<file path="config.mk">
export PLATFORM = sky130hd
export DESIGN_NAME = booth_mult_n
export DESIGN_NICKNAME = d
export VERILOG_FILES = /design/src/rtl/booth_pkg.sv /design/src/rtl/booth_step.sv /design/src/rtl/booth_mult_n.sv
export SDC_FILE = /design/constraint.sdc
export NUM_CORES = 1
export LEC_CHECK = 0
export CAP_MARGIN = 10
export CORE_MARGIN = 2
export CORE_UTILIZATION = 50
export CTS_CLUSTER_SIZE = 14
export DETAILED_ROUTE_END_ITERATION = 10
export GPL_TIMING_DRIVEN = 0
export HOLD_SLACK_MARGIN = 0.15
export PLACE_DENSITY_LB_ADDON = 0.08
export REMOVE_ABC_BUFFERS = 1
export SLEW_MARGIN = 10
export SYNTH_ARGS = -nofsm -noshare
export SYNTH_HDL_FRONTEND = slang
export SYNTH_SLANG_ARGS = --single-unit
export TNS_END_PERCENT = 30
</file>
<file path="constraint.sdc">
create_clock -name clk -period 2.55 [get_ports clk]
set_input_delay 0.51 -clock clk [delete_from_list [all_inputs] [get_ports clk]]
set_output_delay 0.51 -clock clk [all_outputs]
set_load 0.01 [all_outputs]
</file>
<file path="src/rtl/booth_pkg.sv">
// Shared types and helpers for the sequential radix-2 Booth multiplier.
// Operand extension works on a fixed 17-bit container so one function serves every WIDTH.
package booth_pkg;

  localparam int MAX_W = 16;

  typedef enum logic [1:0] {IDLE, CALC, DONE} booth_state_t;

  // Extend the low 'width' bits of val to MAX_W+1 bits (sign- or zero-fill).
  function automatic logic [MAX_W:0] ext_operand(input logic [MAX_W-1:0] val,
                                                 input logic             signed_mode,
                                                 input int               width);
    logic [MAX_W:0] lo_mask;
    logic           msb;
    lo_mask = ((MAX_W + 1)'(1) << width) - (MAX_W + 1)'(1);
    msb     = |({1'b0, val} & (lo_mask ^ (lo_mask >> 1)));
    return ({1'b0, val} & lo_mask) | ({(MAX_W + 1){signed_mode & msb}} & ~lo_mask);
  endfunction

endpackage

</file>
<file path="src/rtl/booth_step.sv">
// One combinational radix-2 Booth step: conditional add/sub of m, then
// arithmetic right shift of {acc, q, q_m1}.
module booth_step #(
  parameter int W1 = 5
) (
  input  logic signed [W1-1:0] acc,
  input  logic        [W1-1:0] q,
  input  logic                 q_m1,
  input  logic signed [W1-1:0] m,
  output logic signed [W1-1:0] acc_nxt,
  output logic        [W1-1:0] q_nxt,
  output logic                 q_m1_nxt
);

  logic signed [W1-1:0] sum;

  always_comb begin
    case ({q[0], q_m1})
      2'b01:   sum = acc + m;
      2'b10:   sum = acc - m;
      default: sum = acc;
    endcase
    acc_nxt  = sum >>> 1;
    q_nxt    = {sum[0], q[W1-1:1]};
    q_m1_nxt = q[0];
  end

endmodule

</file>
<file path="src/rtl/booth_mult_n.sv">
// Sequential radix-2 Booth multiplier, signed or unsigned, with ready/valid
// handshakes on both sides; one Booth step per cycle over WIDTH+1 cycles.
module booth_mult_n
  import booth_pkg::*;
#(
  parameter int WIDTH = 4
) (
  input  logic               clk,
  input  logic               rst,
  input  logic               in_valid,
  output logic               in_ready,
  input  logic [WIDTH-1:0]   a,
  input  logic [WIDTH-1:0]   b,
  input  logic               signed_mode,
  output logic               out_valid,
  input  logic               out_ready,
  output logic [2*WIDTH-1:0] result,
  output logic               busy
);

  localparam int W1 = WIDTH + 1;
  localparam int CW = $clog2(W1 + 1);
  localparam int RW = 2 * WIDTH;

  booth_state_t         state_q, state_d;
  logic signed [W1-1:0] acc_q, acc_d;
  logic        [W1-1:0] q_q, q_d;
  logic                 q_m1_q, q_m1_d;
  logic signed [W1-1:0] m_q, m_d;
  logic        [CW-1:0] cnt_q, cnt_d;
  logic        [RW-1:0] result_q, result_d;

  logic signed [W1-1:0] acc_s;
  logic        [W1-1:0] q_s;
  logic                 q_m1_s;

  booth_step #(.W1(W1)) u_step (
    .acc      (acc_q),
    .q        (q_q),
    .q_m1     (q_m1_q),
    .m        (m_q),
    .acc_nxt  (acc_s),
    .q_nxt    (q_s),
    .q_m1_nxt (q_m1_s)
  );

  always_comb begin
    state_d  = state_q;
    acc_d    = acc_q;
    q_d      = q_q;
    q_m1_d   = q_m1_q;
    m_d      = m_q;
    cnt_d    = cnt_q;
    result_d = result_q;
    case (state_q)
      IDLE: begin
        if (in_valid) begin
          m_d     = $signed(W1'(ext_operand(MAX_W'(a), signed_mode, WIDTH)));
          q_d     = W1'(ext_operand(MAX_W'(b), signed_mode, WIDTH));
          acc_d   = '0;
          q_m1_d  = 1'b0;
          cnt_d   = CW'(W1);
          state_d = CALC;
        end
      end
      CALC: begin
        acc_d  = acc_s;
        q_d    = q_s;
        q_m1_d = q_m1_s;
        cnt_d  = cnt_q - CW'(1);
        // Last step: capture the shifted product directly, no extra cycle.
        if (cnt_q == CW'(1)) begin
          result_d = RW'({acc_s, q_s});
          state_d  = DONE;
        end
      end
      DONE: begin
        if (out_ready) state_d = IDLE;
      end
      default: state_d = IDLE;
    endcase
  end

  always_ff @(posedge clk) begin
    if (!rst) begin
      state_q  <= IDLE;
      acc_q    <= '0;
      q_q      <= '0;
      q_m1_q   <= 1'b0;
      m_q      <= '0;
      cnt_q    <= '0;
      result_q <= '0;
    end else begin
      state_q  <= state_d;
      acc_q    <= acc_d;
      q_q      <= q_d;
      q_m1_q   <= q_m1_d;
      m_q      <= m_d;
      cnt_q    <= cnt_d;
      result_q <= result_d;
    end
  end

  assign in_ready  = (state_q == IDLE);
  assign busy      = (state_q == CALC);
  assign out_valid = (state_q == DONE);
  assign result    = result_q;

endmodule

</file>
-- Word-level counts from Yosys, hierarchy flattened
Cells that the tools add are included.
- memory bits (writable): 0
- output and inout port bits: 11
- bits in read-only memories: 0
- bits in registers: 29
- latch bits: 0
- logic and storage cells: 41
- memories: 0
- add/subtract/negate cells: 3
- equal/unequal tests: 8
- mux-type cells: 13
- reductions and logical operators: 6
- order comparisons: 0
- multipliers: 0
- bitwise gates (word level): 4
- div/mod/pow operators: 0
- shifts and indexed selects: 0
- operators with widths (operator ; count):
    $pmux 5 s2 ; 3
    $mux 5 ; 2
    $or 4x5->5 ; 2
    $mux 2 ; 3
    $pmux 2 s3 ; 1
    $pmux 3 s2 ; 1
    $reduce_and 2->1 ; 3
    $add 5x5->5 ; 1
    $sub 5x5->5 ; 1
    $eq 2x1->1 const B ; 2
    $eq 2x2->1 const B ; 2
    $ne 2x1->1 const B ; 2
    $eq 3x1->1 const B ; 1
    $mux 3 ; 1
    $reduce_and 3->1 ; 1
    $sub 3x1->3 const B ; 1
    $and 1x1->1 ; 2
    $logic_not 2->1 ; 1
    $ne 2x2->1 const B ; 1
    $pmux 1 s2 ; 1
    $reduce_bool 2->1 ; 1
    $mux 1 ; 1

-- Logic depth before layout (Yosys ltp)
- depth after elaboration: 4
- depth in mapped cells: 9

-- Hierarchy
Synthesis repeated with hierarchy kept, for this count alone.
- cell total of the unflattened synthesis: 185
- area total of the unflattened synthesis: 1577.8 µm²
- modules (own cells, without submodules) (module ; instances ; cells an instance ; area an instance (µm²)):
    booth_mult_n ; 1 ; 136 ; 1219.9
    booth_step ; 1 ; 49 ; 357.8

-- Least setup slack after synthesis
OpenSTA, ideal clock, no wires.
- path type: flip-flop to flip-flop
- start point: reg m_q[0]
- end point: reg result_q[7], in the netlist result[7]
- setup time: 0.074 ns
- cell stages (with the launch flop): 10
- data arrival time: 2.084 ns
- slack: 0.392 ns
- path through: dfxtp_1 > inv_1 > ha_1 > mux2_2 > inv_1 > ha_1 > nor2b_1 > o21a_1 > or4b_1 > a31oi_1
- longest elaborated chain between the ends: 2
- elaborated cells on any way between the ends: 3
- RTL lines (what ; RTL line ; RTL):
    from (decl) ; booth_mult_n.sv:29 ; logic signed [W1-1:0] m_q, m_d;
    from (signal assigned) ; booth_mult_n.sv:98 ; m_q <= m_d;
    $sub 5x5->5 or $add 5x5->5 (tied branches) ; booth_step.sv:20, booth_step.sv:19 ;
    $pmux 5 s2 (*) ; booth_step.sv:18 ; case ({q[0], q_m1})
    to (signal assigned) ; booth_mult_n.sv:100 ; result_q <= result_d;
    to (decl) ; booth_mult_n.sv:31 ; logic [RW-1:0] result_q, result_d;
Every way passes the cells marked *; elsewhere a longest branch is shown, timed or not.
A chain may end at the register's enable or synchronous reset.

-- Final worst setup path
Same ends and word-level chain as after synthesis.

==> reports/qor.txt <==
outcome = finished clean
CTS tree = built
post-synth top area cell = dfxtp_1
HPWL Detailed = 2.20 mm
Post-Synthesis Cells = 174
largest family of logic cells by synthesized area = simple AND/OR/NAND/NOR gates
core area = 2760 µm²
mapped cell area = 1460 µm²
fmax = 421 MHz
leakage = 0.643 nW
Worst IR Drop VDD = 0.374 mV
Port Buffer Count = 23
setup TNS = 0 ns
per-cell routed wire length = 13.2 µm
DIE HEIGHT = 58.1 µm
area grow syn2layout = 16.8%
asr flop ratio synth = 0%
EDFF count, synth = 0
Clk Latency, worst-skew pair = 0.33 ns
DR WL met3 = 97 µm
vias in the first global route = 1,187
Rel. slew slack = 40.9%
total number of vias = 1,227
clock sinks = 28
I/O Pins = 24
H-tree depth = 1
synth top area cells = dfxtp_1 38%, nand2_1 8.5%, ha_1 6.8%, nor2_1 3.6%, a21oi_1 3.1%
WS Path Type = reg -> reg
register area = 561 µm²
Met2 Routed Length = 1.44 mm
most common cell after layout, fill and taps aside = nand2_1
post-route cell area = 1710 µm²
final core occ = 62.0%
Crit. End Element = flip-flop
Clock Tree Root = clkbuf_4
total iterations of the first detailed-routing run = 4
die area = 3380 µm²
Post-Synth Adder-Cell Area = 8.21%
antenna-violating nets left = 0
post-synthesis compound-gate area fraction = 19.8%
initial core utilization = 53.1%
CP max-delay cell = or4b_1
via/cell ratio = 5.50
post-synth top area share = 38.3%
Synth Area in XOR/XNOR = 2.99%
period utilization = 93.1%
worst hold slack = 0.460 ns
clock buffer depth = 2
Worst-Margin Slew = 0.883 ns
GRT Overall Usage = 19.5%
Ant. Diodes = 0
post-synthesis mux area share = 2.91%
Worst Path Required = 2.82 ns
met1 WL = 1.38 mm
WL final = 2.95 mm
max-cap violations = 0
final worst slack = 0.177 ns
pwr dens = 540 nW/µm²
Avg Inst Size Synth = 8.41 µm²
Layout Nets = 216
maximum fanout along the worst path = 4
Highest Signal Layer = met4
area taken by multi-input logic gates = 813 µm²
commonest cells after routing, fill and taps aside = 33 x nand2_1, 28 x dfxtp_1, 23 x clkdlybuf4s50_1
Yosys cell types = 45
sequential area share after synthesis = 38.3%
clock slew at reported path FFs = 0.14 ns
layout cells sized above 1 = 5.21%
Yosys reg bits = 28
antenna violations before repair = 0
Final Slew Violations = 0
first-pass GRT wire length = 5.09 mm
row cnt = 19
main flop type after synthesis = dfxtp_1
Yosys Warn Count = 0
pre-CTS WS = 0.0276 ns
Placed Area = 1690 µm²
final hold vios = 0
worst hold path type = reg -> reg
min cycle time layout = 2.37 ns
filler cell count = 256
Post-Synth Simple-Gate Area = 21.5%
Final Setup Violations = 0
Final GP Congestion = 0.737
worst clock skew = 0.00147 ns
# Post-CTS Setup Buffers = 0
1st-iter DRT viols = 19
startpoint types = flip-flop
die width = 58.1 µm
R2R depth = 9
RSZ-0062 raised after global routing = no
max incr delay on CP = 0.46 ns
grt ovf = 0
# DRC = 0
CP arrival = 2.64 ns
Hold Path Cell Cnt = 2
CTS buffer count = 3
worst-path cell chain = inv_1 > ha_1 > mux2_2 > inv_1 > ha_1 > nor2b_1 > o21a_1 > or4b_1 > a31oi_1
largest net degree at the start of global routing = 20
## stage by stage
stage	std cells	total power, W
2_1_floorplan	166	0.000666
3_3_place_gp	220	0.000737
3_5_place_dp	220	0.000748
4_1_cts	223	0.000932
5_1_grt	223	0.000986
6_report	223	0.000924
## critical path: cells and delay by family, from the launching register on
kind | cells | cell delay [ns]
and+or+nand+nor | 2 | 0.59
adders and majority gates | 2 | 0.50
DFF | 1 | 0.41
AOI/OAI and AO/OA | 2 | 0.38
muxes | 1 | 0.29
buffers and inverters | 2 | 0.12
## final cells by class
cell class                 count  share of cell area [%]
multi-input combinational    126                    47.5
sequential                    28                    32.8
timing repair buffer          23                    13.5
inverter                      12                    2.63
tap                           31                    2.27
clock buffer                   3                    1.32
## sequential cells by signal (all words and copies together) (netlist names)
| signal | flops |
|---|---|
| result | 8 |
| q_m1_q | 1 |
| cnt_q | 3 |
| q_q | 5 |
| state_q | 2 |
| m_q | 5 |
| acc_q | 4 |
## path summary, 6_finish.rpt
check / slack, ns / startpoint / to
max: 0.18 / m_q[0] / result[7]
min: 0.46 / result[0] / result[0]
max reg2reg: 0.18 / m_q[0] / result[7]
min reg2reg: 0.46 / result[0] / result[0]
## synth_stat cells, types with 3 or more instances
cell type	instances
xnor2_1	3
ha_1	8
o21a_1	3
a311oi_1	3
nor2b_1	4
nand2_1	33
a21oi_1	9
nor2_1	14
a21boi_1	6
clkbuf_1	4
dfxtp_1	28
inv_1	11
o21ai_0	4
## where the power goes
group	internal [W]	leakage, nW	switching [W]
clock network	0.0000556	0.0138	0.000128
registers	0.000465	0.228	0.0000216
logic	0.000116	0.401	0.000137
## metal layers
metal,track usage [%],up-vias
met2,34.1,20
met5,0,-
met3,3.35,5
li1,-,631
met4,5.98,0
met1,24.4,571
## timing repair
action | CTS | global route
hold buffers | 0 | 0
setup endpoints to repair | 1 | 0
gates resized for setup | 1 | 0
## cells by family after synthesis
| group | Yosys count |
|---|---|
| AOI/OAI and AO/OA | 41 |
| xor gates and xnor gates | 5 |
| adders and majority gates | 9 |
| buffers and inverters | 20 |
| DFF | 28 |
| muxes | 4 |
| and+or+nand+nor | 67 |
No activity file was read; power rests on OpenSTA's default activity.
==> patch 1: new RTL, same settings <==
Encoding of `booth_state_t`: now one-hot (3 bits for 3 states).
--- a/src/rtl/booth_pkg.sv
+++ b/src/rtl/booth_pkg.sv
@@ -5,5 +5,5 @@
   localparam int MAX_W = 16;
 
-  typedef enum logic [1:0] {IDLE, CALC, DONE} booth_state_t;
+  typedef enum logic [2:0] {IDLE = 3'b001, CALC = 3'b010, DONE = 3'b100} booth_state_t;
 
   // Extend the low 'width' bits of val to MAX_W+1 bits (sign- or zero-fill).
Function: no difference found for any inputs over 10 cycles, from zero or initial values and one cycle with rst low; not proved beyond that.
==> patch 1 against the unedited design <==
- routed wire length rose by 10%
- maximum frequency is 0.94% lower
- sequential cell count rose by 1
- area after synthesis up 3.7%
- clock power grew 78%
- total power rose by 7.3%
- setup slack worse by 23 ps
- sequential share of layout area fell by 1.2 points
- cell area increased by 7.6%
- largest power group unchanged
==> patch 1: results (changes against the unedited design) <==
| Metric | Value |
|---|---|
| Status | `completed` |
| Top_reg_cell synth | `dfxtp_1` |
| DRT iter0 DRCs | `45 (+26)` |
| First-pass GRT wire length | `5416 µm (+6.4%)` |
| CP arrival | `1890 ps (-750 ps)` |
| Worst-margin pin slew | `541.9 ps (-341.4 ps)` |
| Synth Area per Inst | `8.248 µm² (-2.0%)` |
| H-tree levels | `2 (+1)` |
| Max reg flops | `8 (unchanged)` |
| Setup WS pre-CTS | `164.2 ps (+136.6 ps)` |
| Routed wire length | `3245 µm (+10%)` |
| Async S/R FF share, synth | `0 (unchanged)` |
| Max VDD drop | `342.2 µV (-8.5%)` |
| Layout Nets | `232 (+7.4%)` |
| Placed Area | `0.001745 mm² (+3.6%)` |
| Clock slew at reported path FFs | `90 ps (-50 ps)` |
| Via count | `1346 (+9.7%)` |
| Setup repair bufs after CTS | `0 (unchanged)` |
| ANT cells | `0 (unchanged)` |
| Seq/Total Area, Yosys | `0.3825 (-0.0003833)` |
| I/O Buffers | `23 (unchanged)` |
| Post-CTS Resized | `2 (+1)` |
| Cell Count Post-Placement | `231 (+5.0%)` |
| Largest net degree at the start of global routing | `18 (-10%)` |
| GP Congestion | `0.7565 (+2.6%)` |
| Reg-to-Reg Start | `m_q[0]` |
| Min Hold Slack | `458.6 ps (-1.588 ps)` |
| Post-synth cell types | `40 (-11%)` |
| CP delay by family, top | `buffers and inverters` |
| DRT Pass-1 Iters | `5 (+1)` |
| Worst stage delay on the critical path | `530 ps (+70 ps)` |
| Clock skew | `4.117 ps (+2.648 ps)` |
| Synth top cells by count | `nand2_1, dfxtp_1, nor2_1` |
| CP Capture Point | `busy` |
| Vias in the first global route | `1238 (+4.3%)` |
| CP Max Fanout | `10 (+6)` |
| Flop2flop setup slack | `220 ps (+40 ps)` |
| Lkg Pwr | `0.0007063 µW (+9.8%)` |
| Gr usage total | `0.2090 (+0.01415)` |
| Fmax | `417.5 MHz (-0.94%)` |
| Slowest-stage cell, CP | `clkdlybuf4s50_1` |
| Critical R2R Capture | `acc_q[1]` |
| Top post-synthesis cells by area | `dfxtp_1, nand2_1, ha_1, nor2_1, a21oi_1` |
| Critical path launch point | `state_q[1]` |
| CTS buffer count | `5 (+2)` |
| Vias/cell | `5.562 (+1.1%)` |
| Worst r2r path cells | `9 (unchanged)` |
| DP Wirelength | `2345 µm (+6.7%)` |
| Layout cells sized above 1 | `0.09953 (+0.04744)` |
patch 1: changes by cell type after synthesis, moves of 2 or more:
cell	unedited run	this run
nand2_1	33	37
nand3_1	2	6
a31oi_1	2	5
o21ai_0	4	7
a22oi_1	1	3
a32o_1	2	0
buf_1	0	2
buf_2	2	0
nor2_1	14	16
nor3_1	2	4
nor3b_1	0	2
o2111ai_1	2	0
o21a_1	3	1
xor2_1	2	0
patch 1: report_power, final:
| group | switching [µW] | internal (µW) |
|---|---|---|
| clock network | 167 | 160 |
| logic | 96.1 | 81.8 |
| registers | 16.9 | 470 |
patch 1: cell type report:
type / count / area [µm²]
multi-input cells: 136 / 840.8
clock inverters: 1 / 5.005
inverters: 12 / 57.56
fillers: 250 / 988.4
well taps: 31 / 38.79
repair buffers: 26 / 252.7
flip-flops and latches: 29 / 580.6
clock buffers: 7 / 65.06
patch 1: per-layer routing:
metal | vias to the layer above | track usage | share of wire
met5 | - | 0 | 0
met4 | 0 | 0.06818 | 0.013
met3 | 5 | 0.07205 | 0.047
met2 | 38 | 0.3603 | 0.50
met1 | 622 | 0.2418 | 0.44
li1 | 681 | - | -
patch 1: worst min-delay path by stage:
stage / start / to / cells after the start
after floorplan: q_q[4] / result[3] / 2
after global placement: result[4] / result[4] / 2
after detailed placement: result[2] / result[2] / 2
after CTS: result[2] / result[2] / 2
after global routing: result[3] / result[3] / 2
final: result[4] / result[4] / 2
patch 1: cell families (layout without fill, tap and decap cells):
family / Yosys count / in the layout / share of synthesized area
AND/OR/NAND/NOR: 80 / 80 / 0.2556
AO/OA/AOI/OAI: 40 / 40 / 0.1731
flip-flops: 29 / 29 / 0.3825
buffers and inverters: 19 / 46 / 0.06513
adder cells (fa/ha/maj): 9 / 9 / 0.07915
XOR/XNOR: 4 / 4 / 0.02308
multiplexers: 3 / 3 / 0.02143
==> patch 2: new RTL, same settings <==
Without the edit above. Add an input register stage for `signed_mode`, without a reset; this delays it by one clock. The other inputs are not delayed to match.
--- a/src/rtl/booth_mult_n.sv
+++ b/src/rtl/booth_mult_n.sv
@@ -22,4 +22,10 @@
   localparam int CW = $clog2(W1 + 1);
   localparam int RW = 2 * WIDTH;
+
+  logic signed_mode_q;
+
+  always_ff @(posedge clk) begin
+    signed_mode_q <= signed_mode;
+  end
 
   booth_state_t         state_q, state_d;
@@ -56,6 +62,6 @@
       IDLE: begin
         if (in_valid) begin
-          m_d     = $signed(W1'(ext_operand(MAX_W'(a), signed_mode, WIDTH)));
-          q_d     = W1'(ext_operand(MAX_W'(b), signed_mode, WIDTH));
+          m_d     = $signed(W1'(ext_operand(MAX_W'(a), signed_mode_q, WIDTH)));
+          q_d     = W1'(ext_operand(MAX_W'(b), signed_mode_q, WIDTH));
           acc_d   = '0;
           q_m1_d  = 1'b0;
Function: changed (Yosys sat finds a counterexample within 10 cycles, from zero or initial values and one cycle with rst low).
==> patch 2 against the unedited design <==
- routed wire length increased by 1.7%
- area after synthesis grew 1.4%
- sequential cell count is 1 higher
- first-iteration DRC count is 120% higher
- setup slack gained 17 ps
- clock skew grew 12 ps
- count of clock-buffer cells in the layout increased by 2
- cell area rose by 2.3%
- clock power increased by 28%
- maximum frequency is 0.72% higher
- sequential power increased by 3%
- total power grew 7.2%
- largest cell class unchanged
==> patch 2: results (changes against the unedited design) <==
| Metric | Value |
|---|---|
| Top_reg_cell synth | `dfxtp_1` |
| CTS buffer count | `5 (+2)` |
| DRT iter0 DRCs | `41 (+22)` |
| Gr usage total | `0.1988 (+0.003914)` |
| WL met1 | `1331 µm (-3.3%)` |
| Max reg flops | `8 (unchanged)` |
| Layout cells sized above 1 | `0.06633 (+0.01424)` |
| Max VDD drop | `633.7 µV (+69%)` |
| Async S/R FF share, synth | `0 (unchanged)` |
| Placed Area | `0.001705 mm² (+1.2%)` |
| Post-synth cell types | `45 (unchanged)` |
| Yosys warns | `0 (unchanged)` |
| GP Congestion | `0.8309 (+13%)` |
| Post-synth EDFFs | `0 (unchanged)` |
| Clock slew at reported path FFs | `90 ps (-50 ps)` |
| Top post-synthesis cells by area | `dfxtp_1, nand2_1, ha_1, nor2_1, a21oi_1` |
| Clock skew | `13.69 ps (+12.22 ps)` |
| Vias/cell | `5.568 (+1.2%)` |
| First-pass GRT wire length | `5154 µm (+1.2%)` |
| Clock Latency Late Sink | `310 ps (-20 ps)` |
| Final Total Pwr | `990.7 µW (+7.2%)` |
| Vias in the first global route | `1234 (+4.0%)` |
| Routed wire length | `2999 µm (+1.7%)` |
| Status | `completed` |
| Worst-margin pin slew | `879.1 ps (-4.211 ps)` |
| Met3 wire len | `157 µm (+62%)` |
| DP Wirelength | `2273 µm (+3.4%)` |
| Layout Nets | `219 (+1.4%)` |
| Lkg Pwr | `0.0006647 µW (+3.4%)` |
| CP arrival | `2600 ps (-40 ps)` |
| CTS root buf | `clkbuf_4` |
| Largest net degree at the start of global routing | `20 (unchanged)` |
| DRT Pass-1 Iters | `4 (unchanged)` |
| H-tree levels | `2 (+1)` |
| Setup WS pre-CTS | `-10.32 ps (-37.92 ps)` |
| ANT cells | `0 (unchanged)` |
| Met2 WL post-DR | `1491 µm (+3.8%)` |
| Synth top cells by count | `nand2_1, dfxtp_1, nor2_1` |
| Seq/Total Area, Yosys | `0.3912 (+0.008325)` |
patch 2: changes by cell type after synthesis, sizes merged:
| cell | change |
|---|---|
| dfxtp | +1 |
patch 2: worst min-delay path, stage by stage (launching register included):
cell      delay [ps]
dfxtp_1          310
nand2_1           50
a21boi_1          50
patch 2: kinds of logic (layout without fill, tap and decap cells):
family	Yosys count	after routing	synth area share
adder cells (fa/ha/maj)	9	9	0.08095
flip-flops	29	29	0.3912
AO/OA/AOI/OAI	41	41	0.1956
AND/OR/NAND/NOR	67	67	0.2116
buffers and inverters	20	41	0.06239
XOR/XNOR	5	5	0.02952
multiplexers	4	4	0.02867
patch 2: through the flow:
step                setup TNS, ps  cells
floorplan                       0    167
global placement                0    221
detailed placement         -10.32    221
CTS                             0    227
global route                    0    227
finish                          0    227
patch 2: timing repair:
item,in CTS,in global routing
gates resized for setup,1,0
endpoints found under the setup margin,1,0
hold buffers,0,0
patch 2: power by group:
part	internal (µW)	total, µW	switching, µW	leakage, µW
combinational	116	253	137	0.000401
sequential	481	504	22.5	0.000237
clock	95.3	234	138	0.0000269
total	693	991	298	0.000665
patch 2: cell type report:
cell class              instances  area (µm²)
clock buffers                   5       37.54
clock inverters                 1       5.005
fillers                       251        1031
inverters                      12       45.04
multi-input cells             126       813.3
flip-flops and latches         29       580.6
well taps                      31       38.79
repair buffers                 23       230.2
patch 2: per-layer routing:
layer	vias up	track usage
li1	642	-
met1	586	0.2399
met2	32	0.3499
met3	4	0.04615
met4	0	0.05980
met5	-	0
patch 2: worst paths after layout:
path,from,to,slack [ps],depth (start not counted)
worst min register to register,result[4],result[4],450,2
worst max register to register,m_q[0],result[7],190,9
worst min-delay path,result[4],result[4],450,2
worst max-delay path,m_q[0],result[7],190,9
